===== config.mk =====
export PLATFORM = sky130hd
export DESIGN_NAME = l2_rr_arbiter
export DESIGN_NICKNAME = d
export VERILOG_FILES = /design/src/rtl/l2_arb_pkg.sv /design/src/rtl/rr_pick.sv /design/src/rtl/l2_rr_arbiter.sv
export SDC_FILE = /design/constraint.sdc
export NUM_CORES = 1
export LEC_CHECK = 0
export ABC_AREA = 1
export BUFFER_PORTS_ARGS = -buffer_cell sky130_fd_sc_hd__buf_4
export CAP_MARGIN = 10
export CORE_AREA = 2 2 277 279
export DETAILED_ROUTE_END_ITERATION = 8
export DIE_AREA = 0 0 279 281
export GPL_ROUTABILITY_DRIVEN = 0
export SYNTH_ARGS = -nofsm -noshare
export SYNTH_HDL_FRONTEND = slang
export SYNTH_HIERARCHICAL = 1
export SYNTH_SLANG_ARGS = --single-unit
export TNS_END_PERCENT = 5

===== constraint.sdc =====
create_clock -name clk -period 2.17 [get_ports clk]
set_clock_uncertainty 0.2 [all_clocks]
set_input_delay 0.1085 -clock clk [delete_from_list [all_inputs] [get_ports clk]]
set_output_delay 0.1085 -clock clk [all_outputs]
set_load 0.01 [all_outputs]

===== src/rtl/l2_arb_pkg.sv =====
// ----------------------------------------------------------------------
// l2_arb_pkg : shared types for the round-robin L2 arbiter
// Rev 1.0
// ----------------------------------------------------------------------
`default_nettype none

package l2_arb_pkg;

  typedef enum logic [1:0] {
    IDLE  = 2'd0,
    XFER  = 2'd1,
    DRAIN = 2'd2
  } state_t;

  typedef enum logic {
    OP_READ  = 1'b0,
    OP_WRITE = 1'b1
  } op_t;

endpackage

`default_nettype wire


===== src/rtl/rr_pick.sv =====
// ----------------------------------------------------------------------
// rr_pick : combinational round-robin picker (rotate / first-one / unrotate)
// Rev 1.0
// ----------------------------------------------------------------------
`default_nettype none

module rr_pick #(
  parameter int NUM_CH = 2
) (
  input  logic [NUM_CH-1:0]         req,
  input  logic [$clog2(NUM_CH)-1:0] ptr,
  output logic                      valid,
  output logic [$clog2(NUM_CH)-1:0] index
);

  localparam int IW = $clog2(NUM_CH);
  localparam logic [IW:0] c_num = (IW+1)'(NUM_CH);

  logic [2*NUM_CH-1:0] w_dbl;
  logic [NUM_CH-1:0]   w_rot;
  logic [IW-1:0]       w_first;
  logic [IW:0]         w_sum;
  logic [IW:0]         w_wrap;

  // Bit 0 of w_rot corresponds to the channel at ptr.
  assign w_dbl = {req, req} >> ptr;
  assign w_rot = w_dbl[NUM_CH-1:0];

  always_comb begin
    w_first = '0;
    for (int i = NUM_CH - 1; i >= 0; i--) begin
      if (w_rot[i]) begin
        w_first = i[IW-1:0];
      end
    end
  end

  assign w_sum  = {1'b0, w_first} + {1'b0, ptr};
  assign w_wrap = w_sum - c_num;
  assign index  = (w_sum >= c_num) ? w_wrap[IW-1:0] : w_sum[IW-1:0];
  assign valid  = |req;

endmodule

`default_nettype wire


===== src/rtl/l2_rr_arbiter.sv =====
// ----------------------------------------------------------------------
// l2_rr_arbiter : round-robin N-channel arbiter onto a single L2 port
// Rev 1.0
// ----------------------------------------------------------------------
`default_nettype none

module l2_rr_arbiter
  import l2_arb_pkg::*;
#(
  parameter int NUM_CH = 2,
  parameter int ADDR_W = 16,
  parameter int DATA_W = 128
) (
  input  logic                       clk,
  input  logic                       rst_n,
  input  logic [NUM_CH-1:0]          ch_read,
  input  logic [NUM_CH-1:0]          ch_write,
  input  logic [NUM_CH*ADDR_W-1:0]   ch_addr,
  input  logic [NUM_CH*DATA_W-1:0]   ch_wdata,
  output logic [DATA_W-1:0]          ch_rdata,
  output logic [NUM_CH-1:0]          ch_resp,
  output logic                       l2_read,
  output logic                       l2_write,
  output logic [ADDR_W-1:0]          l2_addr,
  output logic [DATA_W-1:0]          l2_wdata,
  input  logic [DATA_W-1:0]          l2_rdata,
  input  logic                       l2_resp,
  output logic [$clog2(NUM_CH)-1:0]  grant_id,
  output logic                       busy
);

  localparam int IW = $clog2(NUM_CH);
  localparam logic [IW-1:0] c_last = IW'(NUM_CH - 1);

  state_t              r_state;
  state_t              w_state_nxt;
  op_t                 r_op;
  logic [IW-1:0]       r_rr_ptr;
  logic [IW-1:0]       r_grant_id;
  logic [ADDR_W-1:0]   r_addr;
  logic [DATA_W-1:0]   r_wdata;
  logic [NUM_CH-1:0]   w_req;
  logic                w_valid;
  logic [IW-1:0]       w_idx;

  assign w_req = ch_read | ch_write;

  rr_pick #(.NUM_CH(NUM_CH)) u_pick (
    .req   (w_req),
    .ptr   (r_rr_ptr),
    .valid (w_valid),
    .index (w_idx)
  );

  always_ff @(posedge clk or negedge rst_n) begin
    if (!rst_n) begin
      r_state    <= IDLE;
      r_op       <= OP_READ;
      r_rr_ptr   <= '0;
      r_grant_id <= '0;
      r_addr     <= '0;
      r_wdata    <= '0;
    end else begin
      r_state <= w_state_nxt;
      if (r_state == IDLE && w_valid) begin
        // Write wins within a channel so a dirty eviction precedes its refill.
        r_op       <= ch_write[w_idx] ? OP_WRITE : OP_READ;
        r_addr     <= ch_addr[w_idx*ADDR_W +: ADDR_W];
        r_wdata    <= ch_wdata[w_idx*DATA_W +: DATA_W];
        r_grant_id <= w_idx;
      end
      if (r_state == XFER && l2_resp) begin
        r_rr_ptr <= (r_grant_id == c_last) ? '0 : r_grant_id + 1'b1;
      end
    end
  end

  always_comb begin
    w_state_nxt = r_state;
    l2_read     = 1'b0;
    l2_write    = 1'b0;
    ch_resp     = '0;
    case (r_state)
      IDLE: begin
        if (w_valid) w_state_nxt = XFER;
      end
      XFER: begin
        l2_read  = (r_op == OP_READ);
        l2_write = (r_op == OP_WRITE);
        if (l2_resp) begin
          ch_resp[r_grant_id] = 1'b1;
          w_state_nxt         = DRAIN;
        end
      end
      DRAIN: begin
        w_state_nxt = IDLE;
      end
      default: begin
        w_state_nxt = IDLE;
      end
    endcase
  end

  assign ch_rdata = l2_rdata;
  assign l2_addr  = r_addr;
  assign l2_wdata = r_wdata;
  assign grant_id = r_grant_id;
  assign busy     = (r_state != IDLE);

endmodule

`default_nettype wire


==> metrics.md, run 1 <==
| Metric | Value |
|---|---|
| Max-cap viol count | `0` |
| Tcrit/Tclk final | `roughly 100%` |
| Final nets | `between 2000 and 2500` |
| Maximum number of pins on one net before global-route repair | `66` |
| Tightest Pin Transition | `just under 0.6 ns` |
| Post-Route M1 WL | `around 16000 um` |
| Htree depth | `4` |
| Synth Area in Adders | `0%` |
| Top sig layer | `met4` |
| Die area | `78400 um^2` |
| Syn Nets | `1661` |
| Clock root buffer master | `clkbuf_16` |
| Worst path slowest cell | `dlygate4sd3_1` |
| Worst Path Required | `~2.4 ns` |
| CTS tree | `yes` |
| Xor and xnor fraction of the mapped netlist area | `0%` |
| Met2 WL | `between 15000 and 20000 um` |
| CP dominant cell by count | `nand2_1` |
| Arrival @ worst endpoint | `between 2 and 2.5 ns` |
| Die height | `~280 um` |
| Final setup viols | `0` |
| Area share of and/or/nand/nor cells after synthesis | `40.0%` |
| Synth cell types | `15` |
| Area of the multi-input gates | `3410 um^2` |
| Mapped cell area | `around 8400 um^2` |
| DRT Wirelength | `around 41000 um` |
| Leakage power | `roughly 8.5 nW` |
| # IOs | `~700` |
| Worst path cell trace | `dlygate4sd3_1 -> buf_4 -> or2_2 -> buf_4 -> nor2_1 -> a21oi_4 -> clkinv_4 -> buf_12 -> buf_6 -> nand2_1 -> nand2_1 -> nand2_1 -> nand2_1` |
| Slew headroom | `approximately 61%` |
| Reg clk slew, reported paths | `0.06 ns` |
| Placed Cells | `roughly 2500` |
| Worst Path Buf+Inv | `6` |
| Post-route DRC | `0` |
| Largest family of logic cells by synthesized area | `simple AND/OR/NAND/NOR gates` |
| Hold path startpoint | `l2_rdata[8]` |
| Mux cell area share after synthesis | `0%` |
| DR WL/cell | `between 10 and 15 um` |
| CTS Buf Count | `17` |
| Pwr dens | `~1100 nW/um^2` |
| Hpwl dp | `roughly 26000 um` |
| Number of fill cells | `just over 8000` |
| Reg area | `between 3000 and 4000 um^2` |
| Register bit total from synthesis | `about 150` |
| Synthesized area per cell | `just under 7 um^2` |
| Hold crit path type | `in -> out` |
| FMAX | `roughly 470 MHz` |
| First-pass GRT wire length | `55600 um` |
| Count of pins over their slew limit | `0` |
| Crit start category | `input pin` |
| Compound-Gate Fraction of Synth Area | `less than 1%` |
| Final worst path period need | `about 2.1 ns` |
| Setup TNS | `0 ns` |
| CP top delay family | `buffers and inverters` |
| CP max stage delay | `0.53 ns` |
| Mapped Cells | `1238` |
| Clk sink count | `~150` |
| Layout cells sized above 1 | `approximately 29%` |
| Post-Layout Cell Count | `2857` |
| Clk_lat worst skew | `between 0.4 and 0.5 ns` |
| Setup CP Type | `in -> reg` |
| Setup crit end kind | `flop` |
| Worst Path Max Fanout | `14` |
| Vias in the first global route | `9803` |
| IO Port Bufs | `444` |
| Via density | `roughly 3.5` |
| Post-DRT Antenna Nets | `0` |
| Worst setup path start | `ch_write[1]` |
| First drt pass iteration count | `4` |
| Yosys warns | `6` |
| Peak VDD IR | `between 600 and 700 uV` |
| Number of core rows | `roughly 100` |
| Status | `finished clean` |
| RSZ-0062 raised after global routing | `false` |
| DR iter-0 viols | `466` |
| DIE WIDTH | `roughly 280 um` |
| R2R Path Start | `r_rr_ptr` |
| Clock Tree Buf Depth | `2` |
| Initial antenna violation count | `1` |
| Grt ovf | `0` |
| Initial Utilization | `about 11%` |
| Core box area | `~75000 um^2` |
| Tot GR Track Use | `under 10%` |
| ANT cells | `0` |
| DR vias | `9963` |
| WL met3 | `~4000 um` |
| Hold Violations, Final | `0` |
| Synth-to-layout area growth | `90.6%` |
| Sequential share of the synthesized area | `between 40% and 50%` |
==> through the flow <==
stage | hold slack (ns) | setup WS [ns] | power, W | util (%) | instance area (um^2)
floorplan | -0.387 | 0.630 | 0.00938 | - | 8400
global placement | -0.0754 | 0.0607 | 0.0136 | 16.2 | 12200
detailed placement | -0.0754 | 0.0389 | 0.0137 | 16.2 | 12200
CTS | 0.0105 | 0.0201 | 0.0175 | 20.9 | 15700
global route | 0.0130 | 0.00494 | 0.0194 | 21.2 | 16000
finish | 0.0170 | 0.0606 | 0.0180 | 21.2 | 16000
==> layout by cell type, fill, tap and decap left out, types with 2 or more instances in the layout <==
cell	count
clkbuf_16	21
inv_6	2
nand2_2	5
nor2_1	6
buf_4	483
nand3_1	2
dfrtp_1	149
buf_12	13
bufinv_16	3
clkinvlp_4	3
nand2_1	872
o21ai_0	2
or2_2	2
buf_16	2
inv_1	2
inv_2	3
dlygate4sd3_1	292
clkinv_4	4
buf_6	3
==> worst register-to-register path, cell delays in order (launching register included) <==
cell       delay [ns]
dfrtp_1          0.39
nand2_1          0.11
a21oi_4          0.29
clkinv_4         0.20
buf_12           0.19
clkbuf_16        0.20
nand2_1          0.07
nand2_1          0.07
nand2_1          0.09
nand2_1          0.05
==> sequential cells by signal, summed over array words and instances (netlist names) <==
register	flops
l2_addr	16
grant_id	1
l2_wdata	128
r_op	1
r_state	2
r_rr_ptr	1
==> routing by layer <==
layer,vias up,track usage [%]
li1,4819,-
met1,4446,9.68
met2,566,14.8
met3,132,4.48
met4,0,7.36
met5,-,0
==> layout make-up <==
type / instances / area share, %
timing repair buffer: 798 / 43.8
sequential: 149 / 23.3
multi-input combinational: 894 / 21.3
tap: 978 / 7.64
clock buffer: 19 / 2.77
clock inverter: 13 / 1.08
inverter: 6 / 0.172
==> cells by family after synthesis <==
kind of cell,after synthesis
DFF,149
and+or+nand+nor,890
AOI/OAI and AO/OA,3
buffers and inverters,196
==> report_power, final <==
part	internal (W)	switching (W)	leakage [nW]
sequential	0.00413	0.000855	1.85
clock	0.00186	0.00138	0.292
combinational	0.00433	0.00540	6.40
==> cell usage after synthesis (all sizes together) <==
cell type / n / share of area, %
buf: 179 / 15
nor2: 7 / 0.40
nand2: 878 / 39
a21oi: 1 / 0.060
clkbuf: 11 / 0.49
o21ai: 2 / 0.12
or2: 3 / 0.22
inv: 6 / 0.27
dfrtp: 149 / 44
nand3: 2 / 0.12
==> path summary, 6_finish.rpt <==
| check | cells past startpoint | slack (ns) | to |
|---|---|---|---|
| max in group asynchronous | 4 | 0.59 | l2_wdata[84] |
| hold reg to reg | 2 | 0.28 | l2_wdata[84] |
| min in group asynchronous | 3 | 0.52 | l2_wdata[60] |
| hold / removal | 0 | 0.02 | ch_rdata[8] |
| setup / recovery | 13 | 0.06 | l2_wdata[68] |
| setup reg to reg | 9 | 0.20 | l2_wdata[52] |
==> repair_timing <==
action | CTS | global route
hold endpoints to repair | 297 | 0
hold buffers | 293 | 0
endpoints found under the setup margin | 0 | 47
resized for setup | 0 | 11
setup buffers | 0 | 8
Power figures use the tool's default switching activity.
==> inputs of run 2 (changes only) <==
==> constraint.sdc (replaced) <==
create_clock -name clk -period 2.17 [get_ports clk]
set_clock_uncertainty 0.2 [all_clocks]
set_input_delay 0.434 -clock clk [delete_from_list [all_inputs] [get_ports clk]]
set_output_delay 0.434 -clock clk [all_outputs]
set_load 0.01 [all_outputs]
==> metrics.md, run 2 (synthesis results as in run 1) <==
| Metric | Value |
|---|---|
| Status | `finished clean` |
| Peak VDD IR | `384 uV (-39%)` |
| Hpwl dp | `26700 um (+2.9%)` |
| Die area | `78400 um^2 (unchanged)` |
| Post-DRT Antenna Nets | `0 (unchanged)` |
| FMAX | `468 MHz (-1.2%)` |
| Clk sink count | `149 (unchanged)` |
| # IOs | `701 (unchanged)` |
| Worst Path Required | `2.34 ns (-0.03 ns)` |
| Initial antenna violation count | `0 (-1)` |
| Max-cap viol count | `0 (unchanged)` |
| Largest register FFs | `128 (unchanged)` |
| DR WL/cell | `13.2 um (-8.9%)` |
| Grt ovf | `0 (unchanged)` |
| Hold path startpoint | `ch_wdata[30]` |
| Hold WS | `0.0585 ns (+0.0415 ns)` |
| Vias in the first global route | `8591 (-12%)` |
| Clk_lat worst skew | `0.47 ns (about the same)` |
| Hold Violations, Final | `0 (unchanged)` |
| Post-route DRC | `0 (unchanged)` |
| DIE WIDTH | `279 um (unchanged)` |
| Worst setup path start | `r_rr_ptr` |
| Setup crit end kind | `flop` |
| DRT Wirelength | `35200 um (-15%)` |
| Worst Path Max Fanout | `38 (+24)` |
| Clock Tree Buf Depth | `2 (unchanged)` |
| Tot GR Track Use | `8.63% (-0.80 points)` |
| Final nets | `2100 (-8.3%)` |
| Slew headroom | `45.7% (-15 points)` |
| DR iter-0 viols | `319 (-32%)` |
| Layout cells sized above 1 | `33.4% (+4.1 points)` |
| Synth-to-layout area growth | `66.5%` |
| DR vias | `8875 (-11%)` |
| IO Port Bufs | `444 (unchanged)` |
| Tcrit/Tclk final | `98.4% (+1.2 points)` |
| First drt pass iteration count | `5 (+1)` |
| Tightest Pin Transition | `0.813 ns (+0.230 ns)` |
| Hold crit path type | `in -> reg` |
| Initial Utilization | `11.1% (unchanged)` |
| Post-Layout Cell Count | `2668 (-6.6%)` |
| CTS tree | `yes` |
| ANT cells | `0 (unchanged)` |
| RSZ-0062 raised after global routing | `true` |
| Most common cell after layout, fill and taps aside | `nand2_1` |
| R2R Path Start | `r_rr_ptr` |
| Via density | `3.33 (-4.6%)` |
| Final worst path period need | `2.13 ns (+0.0255 ns)` |
| Number of core rows | `101 (unchanged)` |
| Arrival @ worst endpoint | `2.30 ns (about the same)` |
| CTS Buf Count | `17 (unchanged)` |
| Dpl ws | `-0.182 ns (-0.221 ns)` |
| Die height | `281 um (unchanged)` |
| Final worst slack | `0.0351 ns (-0.0255 ns)` |
| Pwr dens | `1240 nW/um^2 (+10%)` |
| Setup CP Type | `reg -> reg` |
| Final core occ | `18.5% (-2.7 points)` |
| Htree depth | `4 (unchanged)` |
| Number of fill cells | `8498 (+4.4%)` |
| Area of the multi-input gates | `3410 um^2 (-0.11%)` |
| Maximum number of pins on one net before global-route repair | `62 (-6.1%)` |
| Reg clk slew, reported paths | `0.07 ns (about the same)` |
| Leakage power | `7.73 nW (-9.6%)` |
| Crit start category | `flop` |
| Core box area | `75400 um^2 (unchanged)` |
| Clock root buffer master | `clkbuf_16` |
| Final setup viols | `0 (unchanged)` |
| Most frequent cells in the layout | `nand2_1, buf_4, dfrtp_1` |
| First-pass GRT wire length | `49900 um (-10%)` |
| Placed Cells | `2543 (+1.0%)` |
| Reg area | `3730 um^2 (unchanged)` |
| Count of pins over their slew limit | `0 (unchanged)` |
==> run 2: layout make-up <==
cell class | instances | share of cell area (%)
Clock inverter | 14 | 1.15
Clock buffer | 18 | 3.14
Tap cell | 978 | 8.75
Timing Repair Buffer | 610 | 35.8
Sequential cell | 149 | 26.7
Inverter | 6 | 0.197
Multi-Input combinational cell | 893 | 24.4
==> run 2: per-layer routing <==
metal	global-route usage, %	vias up	share of wire (%)	routed length [um]
li1	-	4439	-	-
met1	9.17	3858	40	14100
met2	13.5	461	44	15600
met3	3.73	117	9.5	3340
met4	6.56	0	6.2	2190
met5	0	-	0	0
==> run 2: stage by stage <==
stage	cell area (um^2)	setup TNS [ns]	power, W
3_5_place_dp	12400	-11.74	0.0141
5_1_grt	14000	-0.0584	0.0188
2_1_floorplan	8400	0	0.00938
3_3_place_gp	12400	-9.92	0.0140
6_report	14000	0	0.0173
4_1_cts	13900	0	0.0176
==> run 2: report_power, final <==
group          internal, W  switching (W)  leakage (nW)
Clock              0.00175        0.00142         0.293
Sequential         0.00413       0.000857          1.85
Combinational      0.00411        0.00504          5.58
Total              0.00999        0.00732          7.73
==> run 2: what timing repair did <==
action / CTS / global route
hold endpoints to repair: 100 / 0
setup buffers: 0 / 2
cloned: 0 / 1
gates resized for setup: 2 / 2
hold buffers: 90 / 0
pin swaps: 0 / 1
setup endpoints to repair: 1 / 4
==> run 2: final timing paths <==
check | to | slack [ns] | depth (start not counted)
max | l2_wdata[102] | 0.04 | 9
min | l2_wdata[30] | 0.06 | 5
max reg2reg | l2_wdata[102] | 0.04 | 9
min reg2reg | l2_wdata[49] | 0.28 | 2
max in group asynchronous | l2_wdata[95] | 0.85 | 3
min in group asynchronous | l2_wdata[71] | 0.30 | 2
==> run 2: worst max-delay path, cell delays in order (launching register included) <==
cell and delay [ns]:
dfrtp_1 0.37, nand2_1 0.10, a21oi_4 0.29, inv_6 0.07, buf_12 0.17, nand2_2 0.09, nand2_1 0.04, dlygate4sd3_1 0.55
nand2_1 0.07, nand2_1 0.04
==> inputs of run 3 (changes only) <==
Settings changed: ABC_AREA 1 to 0, CORE_AREA 2 2 277 279 to 2 2 276 278, DIE_AREA 0 0 279 281 to 0 0 278 280.
==> metrics.md, run 3 <==
| Metric | Value |
|---|---|
| Status | `finished clean` |
| Commonest cells in the netlist | `mux2_2, dfrtp_1, mux2_4, buf_4, buf_12` |
| Most common cell after layout, fill and taps aside | `buf_4` |
| DR WL/cell | `13.9 um (+5.0%)` |
| Most frequent cells in the layout | `buf_4, mux2_2, dfrtp_1` |
| FMAX | `466 MHz (-0.59%)` |
| Syn Nets | `1043 (-37%)` |
| CTS Buf Count | `17 (unchanged)` |
| Top_reg_cell synth | `dfrtp_1` |
| Maximum number of pins on one net before global-route repair | `51 (-18%)` |
| Reg2Reg Depth | `6 (-3)` |
| Area share of and/or/nand/nor cells after synthesis | `1.11% (-39 points)` |
| Yosys warns | `6 (unchanged)` |
| DRT Wirelength | `27100 um (-23%)` |
| Largest family of logic cells by synthesized area | `multiplexers` |
| Hold WS | `0.117 ns (+0.0583 ns)` |
| Final setup viols | `0 (unchanged)` |
| Arrival @ worst endpoint | `2.29 ns (about the same)` |
| Grt ovf | `0 (unchanged)` |
| IO Port Bufs | `444 (unchanged)` |
| Synth-to-layout area growth | `45.9%` |
| Cell taking the most area after synthesis | `dfrtp_1` |
| Hpwl dp | `21100 um (-21%)` |
| Mapped Cells | `620 (-50%)` |
| Post-DRT Antenna Nets | `0 (unchanged)` |
| Area of the multi-input gates | `3940 um^2 (+16%)` |
| DR iter-0 viols | `104 (-67%)` |
| Tightest Pin Transition | `0.600 ns (-0.213 ns)` |
| Critical R2R Capture | `l2_wdata[25]` |
| Number of fill cells | `8244 (-3.0%)` |
| Post-route DRC | `0 (unchanged)` |
| Clock root buffer master | `clkbuf_16` |
| Initial antenna violation count | `0 (unchanged)` |
| DIE WIDTH | `278 um (-0.36%)` |
| Layout cells sized above 1 | `83.2% (+50 points)` |
| Count of pins over their slew limit | `0 (unchanged)` |
| Critical path endpoint | `l2_wdata[25]` |
| Leakage power | `6.20 nW (-20%)` |
| Crit start category | `input pin` |
| Tot GR Track Use | `6.86% (-1.8 points)` |
| Core box area | `75200 um^2 (-0.33%)` |
| Number of flops mapped to enable cells by yosys | `0 (unchanged)` |
| Synthesized area per cell | `14.7 um^2 (+120%)` |
| Peak VDD IR | `474 uV (+24%)` |
| Post-Layout Cell Count | `1956 (-27%)` |
| CTS tree | `yes` |
| Clock Tree Buf Depth | `2 (unchanged)` |
| ANT cells | `0 (unchanged)` |
| Die height | `280 um (-0.36%)` |
| Setup crit end kind | `flop` |
| Worst reg2reg setup slack | `0.13 ns (+0.09 ns)` |
| Synth Area in Adders | `0% (unchanged)` |
| Final nets | `1390 (-34%)` |
| Pwr dens | `1370 nW/um^2 (+11%)` |
| Hold path startpoint | `ch_wdata[93]` |
| DR vias | `5965 (-33%)` |
| Tcrit/Tclk final | `99.0% (+0.59 points)` |
| Compound-Gate Fraction of Synth Area | `0.110% (-0.069 points)` |
| Dpl cell area | `12600 um^2 (+1.4%)` |
| Mux cell area share after synthesis | `41.7% (+42 points)` |
| Setup CP Type | `in -> reg` |
| Slew headroom | `60.0% (+14 points)` |
| # IOs | `701 (unchanged)` |
| R2R Path Start | `r_rr_ptr` |
| Hold crit path type | `in -> reg` |
| Largest register FFs | `128 (unchanged)` |
| Reg area | `3730 um^2 (unchanged)` |
| Synth cell types | `22 (+7)` |
| Mapped cell area | `9140 um^2 (+8.8%)` |
| Top cells by area, synth | `dfrtp_1, mux2_4, mux2_2, buf_4, buf_12` |
| Sequential share of the synthesized area | `40.8% (-3.6 points)` |
| Register bit total from synthesis | `149 (unchanged)` |
| Most numerous cell in the Yosys netlist | `mux2_2` |
| Number of core rows | `101 (unchanged)` |
| Final worst path period need | `2.15 ns (+0.0127 ns)` |
| Max-cap viol count | `0 (unchanged)` |
| Initial Utilization | `12.2% (+1.0 points)` |
| Clk sink count | `149 (unchanged)` |
| Total power draw | `0.0183 W (+5.8%)` |
| First drt pass iteration count | `4 (-1)` |
| Worst Path Max Fanout | `15 (-61%)` |
| Design area | `13300 um^2 (-4.7%)` |
| Xor and xnor fraction of the mapped netlist area | `0% (unchanged)` |
| Yosys top cell area share | `40.8% (-3.6 points)` |
| Vias in the first global route | `6523 (-24%)` |
| First-pass GRT wire length | `39200 um (-21%)` |
| Clk_lat worst skew | `0.46 ns (about the same)` |
| Worst setup path start | `ch_write[0]` |
| Placed Cells | `1918 (-25%)` |
| Hold Violations, Final | `0 (unchanged)` |
| Worst Path Required | `2.32 ns (-0.02 ns)` |
| Reg clk slew, reported paths | `0.08 ns (about the same)` |
| Htree depth | `4 (unchanged)` |
| Die area | `77800 um^2 (-0.71%)` |
| Asr flop ratio synth | `100% (unchanged)` |
| Via density | `3.05 (-8.3%)` |
==> run 3: what timing repair did <==
action | in CTS | in global routing
resized for setup | 0 | 4
endpoints found under the hold margin | 41 | 0
hold buffers | 2 | 0
pin swaps | 1 | 0
setup buffers | 3 | 3
endpoints found under the setup margin | 109 | 5
gates cloned | 0 | 0
==> run 3: final cells by class <==
class                           instances  share of cell area (%)
Multi-Input combinational cell        309                    29.6
Timing Repair Buffer                  488                    28.5
Sequential cell                       149                    28.0
Tap cell                              978                    9.18
Clock buffer                           19                    3.40
Clock inverter                         11                    1.31
Inverter                                2                  0.0563
==> run 3: through the flow <==
step | TNS (ns) | utilization, % | worst slack (ns)
2_1_floorplan | 0 | - | 0.0358
3_5_place_dp | -63.93 | 16.8 | -0.502
6_report | 0 | 17.7 | 0.0224
3_3_place_gp | -63.47 | 16.8 | -0.498
5_1_grt | -0.00226 | 17.7 | -0.00226
4_1_cts | -0.295 | 17.7 | -0.107
==> run 3: power breakdown <==
| group | switching (W) | internal (W) |
|---|---|---|
| Sequential | 0.000941 | 0.00425 |
| Combinational | 0.00366 | 0.00616 |
| Clock | 0.00133 | 0.00198 |
| Total | 0.00592 | 0.0124 |
==> run 3: worst min path at each step <==
stage / cells after the start / end / slack [ns]
finish: 3 / l2_wdata[93] / 0.12
detailed placement: 1 / l2_wdata[99] / 0.29
global placement: 1 / l2_wdata[112] / 0.27
CTS: 3 / l2_wdata[5] / 0.05
global route: 3 / l2_wdata[93] / 0.06
floorplan: 0 / grant_id / -0.06
==> run 3: per-layer routing <==
layer	up-vias	track usage, %	part of all wire, %
li1	2721	-	-
met1	2783	7.09	37
met2	403	11.1	48
met3	58	3.86	11
met4	0	3.66	3.4
met5	-	0	0
==> run 3: kinds of logic after synthesis <==
group | count (synthesis)
buffers and inverters | 162
multiplexers | 292
flip-flops | 149
AND/OR/NAND/NOR | 15
AO/OA/AOI/OAI | 2
==> run 3: worst max-delay path, cell delays in order <==
cell and delay, ns:
buf_4 0.11, or2_2 0.30, buf_4 0.15, o21ai_4 0.19, buf_12 0.19, buf_4 0.18
mux2_2 0.40, mux2_4 0.28
